<file path="config.mk">
export PLATFORM = sky130hd
export DESIGN_NAME = pulse_phase_ctrl
export DESIGN_NICKNAME = d
export VERILOG_FILES = /design/src/rtl/pulse_pkg.sv /design/src/rtl/pulse_phase_ctrl.sv
export SDC_FILE = /design/constraint.sdc
export NUM_CORES = 1
export LEC_CHECK = 0
export CORE_MARGIN = 2
export CORE_UTILIZATION = 30
export DETAILED_ROUTE_END_ITERATION = 7
export GPL_TIMING_DRIVEN = 0
export PLACE_DENSITY_LB_ADDON = 0.12
export SYNTH_ARGS = -nofsm -noshare
export SYNTH_HDL_FRONTEND = slang
export SYNTH_SLANG_ARGS = --single-unit
</file>
<file path="constraint.sdc">
create_clock -name clk -period 4.9 [get_ports clk]
set_input_delay 0.98 -clock clk [delete_from_list [all_inputs] [get_ports clk]]
set_output_delay 0.98 -clock clk [all_outputs]
set_load 0.005 [all_outputs]
</file>
<file path="src/rtl/pulse_pkg.sv">
// rtl/pulse_pkg.sv - shared state encoding and clamp minimums for the pulse train controller
package pulse_pkg;

    typedef enum logic [2:0] {
        ST_IDLE    = 3'd0,
        ST_ARM_ON  = 3'd1,
        ST_ON      = 3'd2,
        ST_ARM_OFF = 3'd3,
        ST_OFF     = 3'd4
    } state_t;

    // toff floor of 3 covers the ARM_OFF + OFF + ARM_ON overhead cycles
    localparam int TON_MIN  = 1;
    localparam int TOFF_MIN = 3;

endpackage

</file>
<file path="src/rtl/pulse_phase_ctrl.sv">
// rtl/pulse_phase_ctrl.sv - pulse train sequencer driving a gate from an external phase timer
module pulse_phase_ctrl
    import pulse_pkg::*;
#(
    parameter int WIDTH     = 16,
    parameter int CNT_WIDTH = 16
) (
    input  logic                 clk,
    input  logic                 rst,
    input  logic                 start,
    input  logic                 abort,
    input  logic [WIDTH-1:0]     ton_cfg,
    input  logic [WIDTH-1:0]     toff_cfg,
    input  logic [CNT_WIDTH-1:0] pulse_num,
    input  logic [WIDTH-1:0]     timer_value,
    output logic                 start_pulse,
    output logic                 timer_reset,
    output logic                 gate_on,
    output logic                 busy,
    output logic                 done,
    output logic [CNT_WIDTH-1:0] pulse_cnt
);

    state_t               state;
    logic [WIDTH-1:0]     ton_lim;
    logic [WIDTH-1:0]     toff_lim;
    logic [CNT_WIDTH-1:0] num_lat;

    logic [WIDTH-1:0]     ton_clamped;
    logic [WIDTH-1:0]     toff_clamped;
    logic                 on_end;
    logic                 off_end;
    logic                 last_pulse;

    assign ton_clamped  = (ton_cfg  < WIDTH'(TON_MIN))  ? WIDTH'(TON_MIN)  : ton_cfg;
    assign toff_clamped = (toff_cfg < WIDTH'(TOFF_MIN)) ? WIDTH'(TOFF_MIN) : toff_cfg;

    // >= rather than == so a stale or overrun timer still closes the phase
    assign on_end     = (state == ST_ON)  && (timer_value >= ton_lim);
    assign off_end    = (state == ST_OFF) && (timer_value >= toff_lim);
    assign last_pulse = (num_lat != '0) && (pulse_cnt == num_lat);

    assign busy        = (state != ST_IDLE);
    assign gate_on     = (state == ST_ON);
    assign start_pulse = ((state == ST_ARM_ON) || (state == ST_ARM_OFF)) && !abort;
    assign timer_reset = busy && (abort || on_end || off_end);

    always_ff @(posedge clk) begin
        if (rst) begin
            state     <= ST_IDLE;
            ton_lim   <= '0;
            toff_lim  <= '0;
            num_lat   <= '0;
            pulse_cnt <= '0;
            done      <= 1'b0;
        end else begin
            done <= 1'b0;
            if (abort && state != ST_IDLE) begin
                state <= ST_IDLE;
            end else begin
                case (state)
                    ST_IDLE: begin
                        if (start && !abort) begin
                            ton_lim   <= ton_clamped - WIDTH'(TON_MIN);
                            toff_lim  <= toff_clamped - WIDTH'(TOFF_MIN);
                            num_lat   <= pulse_num;
                            pulse_cnt <= '0;
                            state     <= ST_ARM_ON;
                        end
                    end
                    ST_ARM_ON:  state <= ST_ON;
                    ST_ON: begin
                        if (on_end) begin
                            pulse_cnt <= pulse_cnt + CNT_WIDTH'(1);
                            state     <= ST_ARM_OFF;
                        end
                    end
                    ST_ARM_OFF: state <= ST_OFF;
                    ST_OFF: begin
                        if (off_end) begin
                            if (last_pulse) begin
                                state <= ST_IDLE;
                                done  <= 1'b1;
                            end else begin
                                state <= ST_ARM_ON;
                            end
                        end
                    end
                    default: state <= ST_IDLE;
                endcase
            end
        end
    end

endmodule

</file>
==> results_dict.tcl <==
set metrics [dict create \
    status "finished, final reports clean" \
    setup_viol 0 \
    dr_total_vias 4028 \
    fillers 1457 \
    r2r-start "ton_lim[13]" \
    grt-ovfl-total 0 \
    yosysMostFrequentCell "dfxtp_1" \
    worst_ep_arrival_time_ns 3.72 \
    core_um2 13800 \
    initial_core_util_pct 30.4 \
    synth_common_cells "dfxtp_1, nand2_1, nor2_1" \
    synth-async-reset-ratio_pct 0 \
    critPathTopFamily "buffers and inverters" \
    cp-end-kind "output pin" \
    maxSlewViolCount 0 \
    ys_ff_latch 68 \
    clkSlewWorstSetupHoldPaths_ns 0.06 \
    routed_via_density 4.97 \
    synth-edff-count 0 \
    final_cell_count_no_fill 811 \
    grt_pass1_vias 3777 \
    yosys-top-cells-area "dfxtp_1, ha_1, xnor2_1, nand2_1, a21oi_1" \
    dp_hpwl_um 9610 \
    netlist.area_leader.share_pct 32.5 \
    fin_setup_tns_ns 0 \
    yosysWarnings 0 \
    diodes 0 \
    antenna_found_initial 0 \
    final.period_utilization_pct 95.8 \
    cp_num_cells 11 \
    drive_above_1_share_pct 5.07 \
    period_needed_ns 4.70 \
    critical_path_class "in2out" \
    portBuffers 87 \
    r2r_end "pulse_cnt[13]" \
    clockBufferDepth 2 \
    hold_path_end "toff_lim[1]" \
    dieHeight_um 122 \
    cp.buffers_inverters 4 \
    cts_sinks 68 \
    rsz0062_at_grt "no" \
    seqCellArea_um2 1360 \
    p_per_area_nw_per_um2 275 \
    min_path_type "reg2reg" \
    clk_latency_ns 0.33 \
    post-route-cell-area_um2 5630 \
    worst_path_max_delay_cell "clkdlybuf4s50_1" \
    die_x_um 122 \
    grt_pass1_wl_um 19000 \
    ios 89 \
    hold_viol 0 \
    crit_chain "clkdlybuf4s50_1, inv_1, ha_1, nor3b_1, o21ai_0, a32oi_2, clkbuf_4, nand2_1, o311ai_0, a31oi_1, clkdlybuf4s50_1" \
    netlist_area_um2 4180 \
    dp.cells 794 \
    cp_max_fo 10 \
    multi_input_comb_area_um2 2620 \
    drc 0 \
    cts-buffers-inserted 9 \
    cap_violations 0 \
    irDropWorstVdd_v 0.000162 \
    min_from "toff_lim[1]" \
    grt_util_all_layers_pct 16.5 \
    cts_root_buffer "clkbuf_16" \
    synth_flop_cell "dfxtp_1" \
    syn_area_per_cell_um2 7.94 \
    rrSetupSlack_ns 2.20 \
    placed_cell_area_um2 5280 \
    slew-limit-headroom_pct 54.2 \
    start_kind "primary input" \
    wl_per_cell_um 14.7 \
    areaGrowthSynthToFinish_pct 34.5 \
    max_freq_mhz 213 \
    die_area_um2 14900 \
    r2r_cells 9 \
    grt_max_degree 12 \
    htreeDepth 3 \
    fin_nets 729 \
    tightest_slew_ns 0.684 \
    hold_buffers 0 \
    p_leak_uw 0.00194 \
    skew_ns 0.00540 \
    postRouteWirelength_um 12000 \
    syn_nets 630 \
    synth_cell_type_count 45 \
    drtAntennaViolNets 0 \
    crit_required_ns 3.92 \
    slowest_delay_ns 0.46 \
    drt_iter0_drc 156 \
    firstDrtPassIters 5 \
    crit_path_frequent_cell "clkdlybuf4s50_1" \
    synth-seq-area-share_pct 32.5 \
    yosys.area.top_type "dfxtp_1" \
    cts_tree "done" \
    gp_congestion 0.814 \
    min_path_cells 2 \
    rows 43 \
    syn-instance-count 527 \
]
==> worst reg2reg max path, stage by stage (launching register included) <==
cell       delay (ns)
dfxtp_1          0.36
inv_1            0.06
ha_1             0.29
nand2_1          0.08
nor4_2           0.39
a211oi_1         0.25
clkbuf_1         0.27
a2111oi_0        0.64
xnor2_1          0.18
nor2_1           0.06
==> where the power goes <==
group          switching, uW  internal [uW]
combinational            137            125
clock                    241            449
sequential              15.4            578
==> layer usage <==
metal	track usage (%)	share of wire (%)
met1	22.5	48
met2	26.3	46
met3	2.90	4.7
met4	5.17	1.2
met5	0	0
==> placed cells by master, fill, tap and decap left out, drive strengths merged, types with 4 or more instances in the layout <==
cell type,instances
and3,5
nor2,51
a211oi,27
nor3,15
xnor2,46
o21ai,12
clkdlybuf4s50,87
inv,37
or2,4
ha,35
nand3,9
nand2b,5
dfxtp,68
clkbuf,35
or4,8
a2111oi,5
or3,7
xor2,4
a21oi,45
nand2,67
nor4,15
nand4,8
==> cell type report <==
class,count,share of cell area [%]
clock inverter,3,0.756
buffer,22,1.53
tap,180,4.00
multi-input combinational,400,46.5
clock buffer,13,4.98
timing repair buffer,88,15.6
inverter,37,2.47
sequential,68,24.2
==> state kept, by name, summed over array words and instances, names as in the netlist <==
signal	flops
done	1
num_lat	16
pulse_cnt	16
state	3
toff_lim	16
ton_lim	16
==> what timing repair did <==
item                                    4_1_cts  5_1_grt
pin swaps                                     1        1
buffers inserted                              0        1
gates resized for setup                       3        2
endpoints found under the setup margin        1        1
==> worst max-delay path by stage <==
stage	start	end	slack, ns
finish	timer_value[0]	timer_reset	0.20
global route	timer_value[0]	timer_reset	0.02
CTS	timer_value[0]	timer_reset	0.02
detailed placement	timer_value[0]	timer_reset	-0.22
global placement	timer_value[0]	timer_reset	-0.21
floorplan	timer_value[0]	timer_reset	1.26
==> metrics by stage <==
stage	util, %	setup slack (ns)	hold WS (ns)	total power (uW)
after global placement	38.3	-0.205	0.442	864
after detailed placement	38.3	-0.219	0.451	868
after CTS	40.8	0.0244	0.459	1570
after global routing	40.9	0.0222	0.471	1630
final	40.9	0.204	0.454	1550
after floorplan	-	1.26	0.432	745
==> logic make-up (layout without fill, tap and decap cells) <==
logic type                 after synthesis  in the layout  share of synthesized area, %
adders and majority gates               35             35                          10.5
and+or+nand+nor                        205            205                          24.3
AOI/OAI and AO/OA                      110            110                          16.9
xor gates and xnor gates                50             50                          10.5
buffers and inverters                   59            163                          5.29
DFF                                     68             68                          32.5
Note: power is estimated with default switching activity, not from simulation.
